`src/rtl/idct_1d_if.sv`:
```
// idct_1d_if: coefficient-in / pixel-out bus for the 8-point 1-D IDCT.
//   enb      - sample-enable; data_in is consumed on a rising clk edge when 1
//   data_in  - signed 10-bit DCT coefficient X[k], k = 0..7 in order
//   data_out - unsigned 8-bit reconstructed pixel x[n], n = 0..7 in order
//   out_enb  - 1 while data_out holds a valid pixel
interface idct_1d_if;
  logic       enb;
  logic [9:0] data_in;
  logic [7:0] data_out;
  logic       out_enb;

  // Coefficient source side
  modport master (
    output enb,
    output data_in,
    input  data_out,
    input  out_enb
  );

  // IDCT engine side
  modport slave (
    input  enb,
    input  data_in,
    output data_out,
    output out_enb
  );
endinterface

```
`src/rtl/idct_1d.sv`:
```
// idct_1d: 8-point 1-D inverse DCT with 7-bit fixed-point basis.
// Coefficients arrive serially (k = 0..7); all eight outputs accumulate in
// parallel. On the edge that accepts k = 7 the sums are rounded, biased by
// 128, clamped to 0..255 and loaded into an output buffer that is then
// presented one pixel per cycle.
// Ports:
//   clk - rising-edge clock
//   rst - asynchronous active-low reset
//   bus - idct_1d_if.slave (enb, data_in in; data_out, out_enb out)
module idct_1d (
  input  logic      clk,
  input  logic      rst,
  idct_1d_if.slave  bus
);

  localparam int unsigned N      = 8;
  localparam int unsigned IDX_W  = 3;
  localparam int unsigned DIN_W  = 10;
  localparam int unsigned COEF_W = 9;
  localparam int unsigned PROD_W = 19;
  localparam int unsigned ACC_W  = 21;
  localparam int unsigned RND_W  = 22;
  localparam int unsigned SHR_W  = 14;
  localparam int unsigned PIX_W  = 8;

  typedef enum logic {
    S_IDLE,
    S_DRAIN
  } state_t;

  // Basis coefficient C[n][k] = round(128 * a(k) * cos((2n+1)k*pi/16)).
  // The angle index (2n+1)k is folded mod 32 onto a quarter-wave table.
  function automatic logic signed [COEF_W-1:0] coef(
    input logic [IDX_W-1:0] n,
    input logic [IDX_W-1:0] k
  );
    logic [6:0]               ang;
    logic [4:0]               m;
    logic [3:0]               r;
    logic signed [COEF_W-1:0] mag;
    ang = 7'({n, 1'b1}) * 7'(k);
    m   = 5'(ang);
    if (m > 5'd16) m = 5'(6'd32 - {1'b0, m});
    if (m > 5'd8) r = 4'(5'd16 - m);
    else          r = 4'(m);
    case (r)
      4'd1:    mag = 9'sd126;
      4'd2:    mag = 9'sd118;
      4'd3:    mag = 9'sd106;
      4'd4:    mag = 9'sd91;
      4'd5:    mag = 9'sd71;
      4'd6:    mag = 9'sd49;
      4'd7:    mag = 9'sd25;
      default: mag = 9'sd0;
    endcase
    if (k == 3'd0)     coef = 9'sd91;
    else if (m > 5'd8) coef = -mag;
    else               coef = mag;
  endfunction

  // Round to nearest (>> 8), re-bias to mid-grey, saturate to a byte.
  function automatic logic [PIX_W-1:0] to_pixel(input logic signed [ACC_W-1:0] s);
    logic signed [RND_W-1:0] rnd;
    logic signed [SHR_W-1:0] shr;
    logic signed [SHR_W:0]   p;
    rnd = RND_W'(s) + 22'sd128;
    shr = SHR_W'(rnd >>> 8);
    p   = (SHR_W + 1)'(shr) + 15'sd128;
    if (p < 15'sd0)        to_pixel = 8'd0;
    else if (p > 15'sd255) to_pixel = 8'd255;
    else                   to_pixel = p[PIX_W-1:0];
  endfunction

  logic [IDX_W-1:0]        kin;
  logic signed [ACC_W-1:0] acc     [N];
  logic signed [ACC_W-1:0] sum     [N];
  logic [PIX_W-1:0]        pix     [N];
  logic [PIX_W-1:0]        pix_buf [N];
  logic signed [DIN_W-1:0] din;
  logic                    load;

  state_t           state, state_nxt;
  logic [IDX_W-1:0] rd_idx, rd_idx_nxt;
  logic [PIX_W-1:0] data_out_q, data_out_nxt;
  logic             out_enb_q, out_enb_nxt;

  assign din  = $signed(bus.data_in);
  assign load = bus.enb && (kin == IDX_W'(N - 1));

  // Per-output MAC term for the current coefficient and the converted result
  always_comb begin
    for (int n = 0; n < N; n++) begin
      logic signed [PROD_W-1:0] prod;
      prod   = PROD_W'(din) * PROD_W'(coef(IDX_W'(n), kin));
      sum[n] = acc[n] + ACC_W'(prod);
      pix[n] = to_pixel(sum[n]);
    end
  end

  // Input counter, accumulators and output buffer
  always_ff @(posedge clk or negedge rst) begin
    if (!rst) begin
      kin <= '0;
      for (int n = 0; n < N; n++) begin
        acc[n]     <= '0;
        pix_buf[n] <= '0;
      end
    end else if (bus.enb) begin
      kin <= IDX_W'(kin + 3'd1);
      for (int n = 0; n < N; n++) begin
        if (load) begin
          acc[n]     <= '0;
          pix_buf[n] <= pix[n];
        end else begin
          acc[n] <= sum[n];
        end
      end
    end
  end

  // Output sequencer state register
  always_ff @(posedge clk or negedge rst) begin
    if (!rst) begin
      state      <= S_IDLE;
      rd_idx     <= '0;
      data_out_q <= '0;
      out_enb_q  <= 1'b0;
    end else begin
      state      <= state_nxt;
      rd_idx     <= rd_idx_nxt;
      data_out_q <= data_out_nxt;
      out_enb_q  <= out_enb_nxt;
    end
  end

  // Output sequencer next-state: a load arms the drain; a load landing on the
  // x[7] edge restarts it so consecutive blocks stream without a gap.
  always_comb begin
    state_nxt    = state;
    rd_idx_nxt   = rd_idx;
    data_out_nxt = data_out_q;
    out_enb_nxt  = 1'b0;
    case (state)
      S_IDLE: begin
        if (load) begin
          state_nxt  = S_DRAIN;
          rd_idx_nxt = '0;
        end
      end
      S_DRAIN: begin
        out_enb_nxt  = 1'b1;
        data_out_nxt = pix_buf[rd_idx];
        rd_idx_nxt   = IDX_W'(rd_idx + 3'd1);
        if (load) begin
          rd_idx_nxt = '0;
        end else if (rd_idx == IDX_W'(N - 1)) begin
          state_nxt = S_IDLE;
        end
      end
      default: begin
        state_nxt  = S_IDLE;
        rd_idx_nxt = '0;
      end
    endcase
  end

  assign bus.data_out = data_out_q;
  assign bus.out_enb  = out_enb_q;

endmodule
```
`src/flat_wrapper.sv`:
```
// flat-port wrapper written by rule: the top's interface ports become plain ports
module idct_1d_flat 
  (clk, rst, bus_enb, bus_data_in, bus_data_out, bus_out_enb);
  idct_1d_if bus_i ();
  input  logic clk;
  input  logic rst;
  input wire logic [$bits(bus_i.enb)-1:0] bus_enb;
  input wire logic [$bits(bus_i.data_in)-1:0] bus_data_in;
  output wire logic [$bits(bus_i.data_out)-1:0] bus_data_out;
  output wire logic [$bits(bus_i.out_enb)-1:0] bus_out_enb;
  assign bus_i.enb = bus_enb;
  assign bus_i.data_in = bus_data_in;
  assign bus_data_out = bus_i.data_out;
  assign bus_out_enb = bus_i.out_enb;
  idct_1d u_core (.clk(clk), .rst(rst), .bus(bus_i));
endmodule
```
`config.mk`:
```
export PLATFORM = sky130hd
export DESIGN_NAME = idct_1d_flat
export DESIGN_NICKNAME = d
export VERILOG_FILES = /design/src/rtl/idct_1d_if.sv /design/src/rtl/idct_1d.sv /design/src/flat_wrapper.sv
export SDC_FILE = /design/constraint.sdc
export NUM_CORES = 2
export LEC_CHECK = 0
export ABC_AREA = 1
export CORE_ASPECT_RATIO = 2
export CORE_MARGIN = 5
export CORE_UTILIZATION = 45
export DETAILED_ROUTE_END_ITERATION = 8
export SYNTH_ARGS = -nofsm -noshare
export SYNTH_HDL_FRONTEND = slang
export SYNTH_SLANG_ARGS = --single-unit
```
`constraint.sdc`:
```
create_clock -name clk -period 13.6 [get_ports clk]
set_input_delay 1.36 -clock clk [delete_from_list [all_inputs] [get_ports clk]]
set_output_delay 1.36 -clock clk [all_outputs]
set_load 0.01 [all_outputs]
```
==> results.ini <==
[worst_setup_path]
slowest_delay_ns=0.83
end_kind=flop
worst-path-max-fanout=19
rr_endpoint=u_core.pix_buf[33]$_DFFE_PN0P_
ff2ff_setup_slack_ns=1.89
r2r_cells=51
crit_top_cell=nand2_1
crit_end=u_core.pix_buf[33]$_DFFE_PN0P_
path_class=flop to flop
cp.arrival_ns=12.30
cpMaxStageDelayCell=dfrtp_1
startpoint_type=flop
cp-startpoint=u_core.kin[2]$_DFFE_PN0P_
required_ns=14.19
r2r_start=u_core.kin[2]$_DFFE_PN0P_

[global_routing]
met3_usage_pct=2.79
grt_pass1_wl_microns=256000
top_usage_layer=met2
grt_antenna_before_repair=2
met1_usage_pct=26.4
gr-total-overflow=0
grt_pass1_vias=47154
grt_start_max_net_pins=104
grt_usage_pct=27.6
grt_util_met2_pct=52.8

[clocking]
clk_pin_slew_ns=0.07
cts_max_path_buffers=3
cts_tree=done
cts-root-buf=clkbuf_16
htreeDepth=1
postCtsSetupRepairBufs=0
clock_sinks=248
ctsHoldBuffers=0
cts_resized=0
numCtsBuffers=31
clk_latency_ns=0.66

[sta]
hold_violations=0
finalCritPeriodShare_pct=86.1
rsz0062_at_grt=false
fin_skew_ns=0.0175
holdWs_ns=0.484
slew_headroom_pct=22.8
finalSetupTns_ns=0
timing.final.max_slew_violations=0
finalSetupViolCount=0
clock.fmax_mhz=85.4
worst_pin_slew_ns=1.16
post-route-min-period_ns=11.71

[detailed_routing]
route.detailed.drc=0
vias_per_cell=5.30
drtIter0Drc=2320
vias=43905
wirelength_microns=165000
drtAntennaViolNets=0
first_pass_iters=6
wl_per_cell_microns=19.9

[layout]
syn_to_final_growth_pct=5.49
fin_nets=8034
stdcell_area_sq_um=53700
fin_cells=8281
layout-drive-gt1-share_pct=3.46

[placed_design]
place_congestion=0.950
placed_cell_area_sq_um=52700
dp_cells=8224
dp_hpwl_microns=133000
io_buffers=21

[floorplan]
floorplan.die.height_microns=486
core_sq_um=112000
die_area_sq_um=120000
io_pins=22
rows=174
die_w_microns=248
initial_core_util_pct=45.3

[synth]
async_reset_ff_share_pct=100
synthCells=6817
syn_area_sq_um=50900
yosysSeqAreaShare_pct=12.2
synth_nets=8090
synth_ff_type=dfrtp_1
avgSynthCellArea_sq_um=7.46
ys_types=58
postSynthRegisterBits=248
ys.warnings.count=0
synth_edf_count=0

[hold_path]
hold_class=flop to flop

[run]
timing.max_cap.violations=0

[run_status]
status=completed

## worst min path at each step
stage | from | end | slack (ns) | cells past startpoint
floorplan | u_core.state$_DFF_PN0_ | u_core.bus.out_enb$_DFF_PN0_ | 0.42 | 0
CTS | u_core.pix_buf[21]$_DFFE_PN0P_ | u_core.pix_buf[21]$_DFFE_PN0P_ | 0.49 | 2
global placement | u_core.pix_buf[59]$_DFFE_PN0P_ | u_core.pix_buf[59]$_DFFE_PN0P_ | 0.47 | 2
global route | u_core.bus.data_out[2]$_DFFE_PN0P_ | u_core.bus.data_out[2]$_DFFE_PN0P_ | 0.51 | 2
detailed placement | u_core.pix_buf[25]$_DFFE_PN0P_ | u_core.pix_buf[25]$_DFFE_PN0P_ | 0.47 | 2
finish | u_core.bus.data_out[1]$_DFFE_PN0P_ | u_core.bus.data_out[1]$_DFFE_PN0P_ | 0.48 | 2
## metrics by stage
step | setup WS [ns] | utilization (%)
5_1_grt | 1.07 | 47.8
4_1_cts | 2.02 | 47.8
3_3_place_gp | 2.33 | 46.9
3_5_place_dp | 2.08 | 46.9
2_1_floorplan | 4.08 | -
6_report | 1.89 | 47.8
## cell usage after synthesis, drive strengths merged (7+ instances only)
master | number | area [sq um]
a21oi | 199 | 1030
clkbuf | 130 | 489
a22o | 36 | 315
nand2 | 1718 | 6520
ha | 491 | 6140
xnor2 | 73 | 639
inv | 1509 | 5670
o21bai | 10 | 75.1
and2 | 14 | 87.6
nand4 | 70 | 444
xor2 | 87 | 792
dfrtp | 248 | 6210
nand3b | 17 | 128
or2 | 7 | 43.8
o31ai | 12 | 90.1
nor3 | 49 | 283
nand3 | 334 | 1700
clkinv | 14 | 52.6
fa | 769 | 15400
o21ai | 298 | 1570
o211ai | 20 | 160
mux2i | 14 | 140
buf | 18 | 103
nor2 | 655 | 2620
## cell families after synthesis
kind of cell | after synthesis | share of synthesized area, %
and+or+nand+nor | 2866 | 23.3
xor gates and xnor gates | 160 | 2.81
muxes | 14 | 0.275
buffers and inverters | 1671 | 12.4
DFF | 248 | 12.2
AOI/OAI and AO/OA | 598 | 6.71
adders and majority gates | 1260 | 42.3
## state kept, by name, summed over array words and instances, names as in the netlist
register,flops
u_core.acc,168
u_core.bus.data_out,8
u_core.bus.out_enb,1
u_core.kin,3
u_core.pix_buf,64
u_core.rd_idx,3
u_core.state,1
## routing by layer
layer  part of all wire [%]  vias to the layer above
li1                       -                    20536
met1                     32                    21579
met2                     54                     1192
met3                    4.2                      598
met4                    9.8                        0
met5                      0                        -
## critical path, delay by kind of cell (launching register included)
family          cells  cell delay [ns]
compound gates      6             1.15
xor+xnor            3             1.21
fa+ha+maj          11             4.49
buf+inv             7             1.08
flops               1             0.83
simple gates       24             2.87
## layout by cell type (no fill, tap or decap), drive strengths merged
master,synthesis,routed
o211ai,20,20
nand3,334,334
o22ai,3,3
a31oi,3,3
o41ai,3,3
o31ai,12,12
o21ai,298,298
nor2,655,655
o221ai,1,1
nor4,1,1
nand2,1718,1718
diode,0,1
a211oi,2,2
o2111ai,1,1
inv,1509,1512
buf,18,48
or2,7,7
a21o,5,5
nand4,70,70
a22o,36,36
bufinv,0,3
clkbuf,130,40
nand3b,17,17
nor3b,1,1
dfrtp,248,248
a21boi,2,2
fa,769,769
xor2,87,87
o21bai,10,10
mux2i,14,14
nor3,49,49
ha,491,491
and2,14,14
a21oi,199,199
xnor2,73,73
o21a,3,3
clkinv,14,22
clkdlybuf4s50,0,11
clkinvlp,0,2
## final cells by class
| type | instances | area [sq um] |
|---|---|---|
| diodes | 1 | 2.50 |
| clock buffers | 40 | 830 |
| clock inverters | 16 | 194 |
| fillers | 11588 | 58700 |
| inverters | 1523 | 5730 |
| multi-input cells | 4898 | 38400 |
| flip-flops and latches | 248 | 6210 |
| well taps | 1496 | 1870 |
| repair buffers | 59 | 468 |
Power is left out: the tool's default activity adds up to more than one toggle a clock period on the data nets, which glitch-free logic cannot reach.
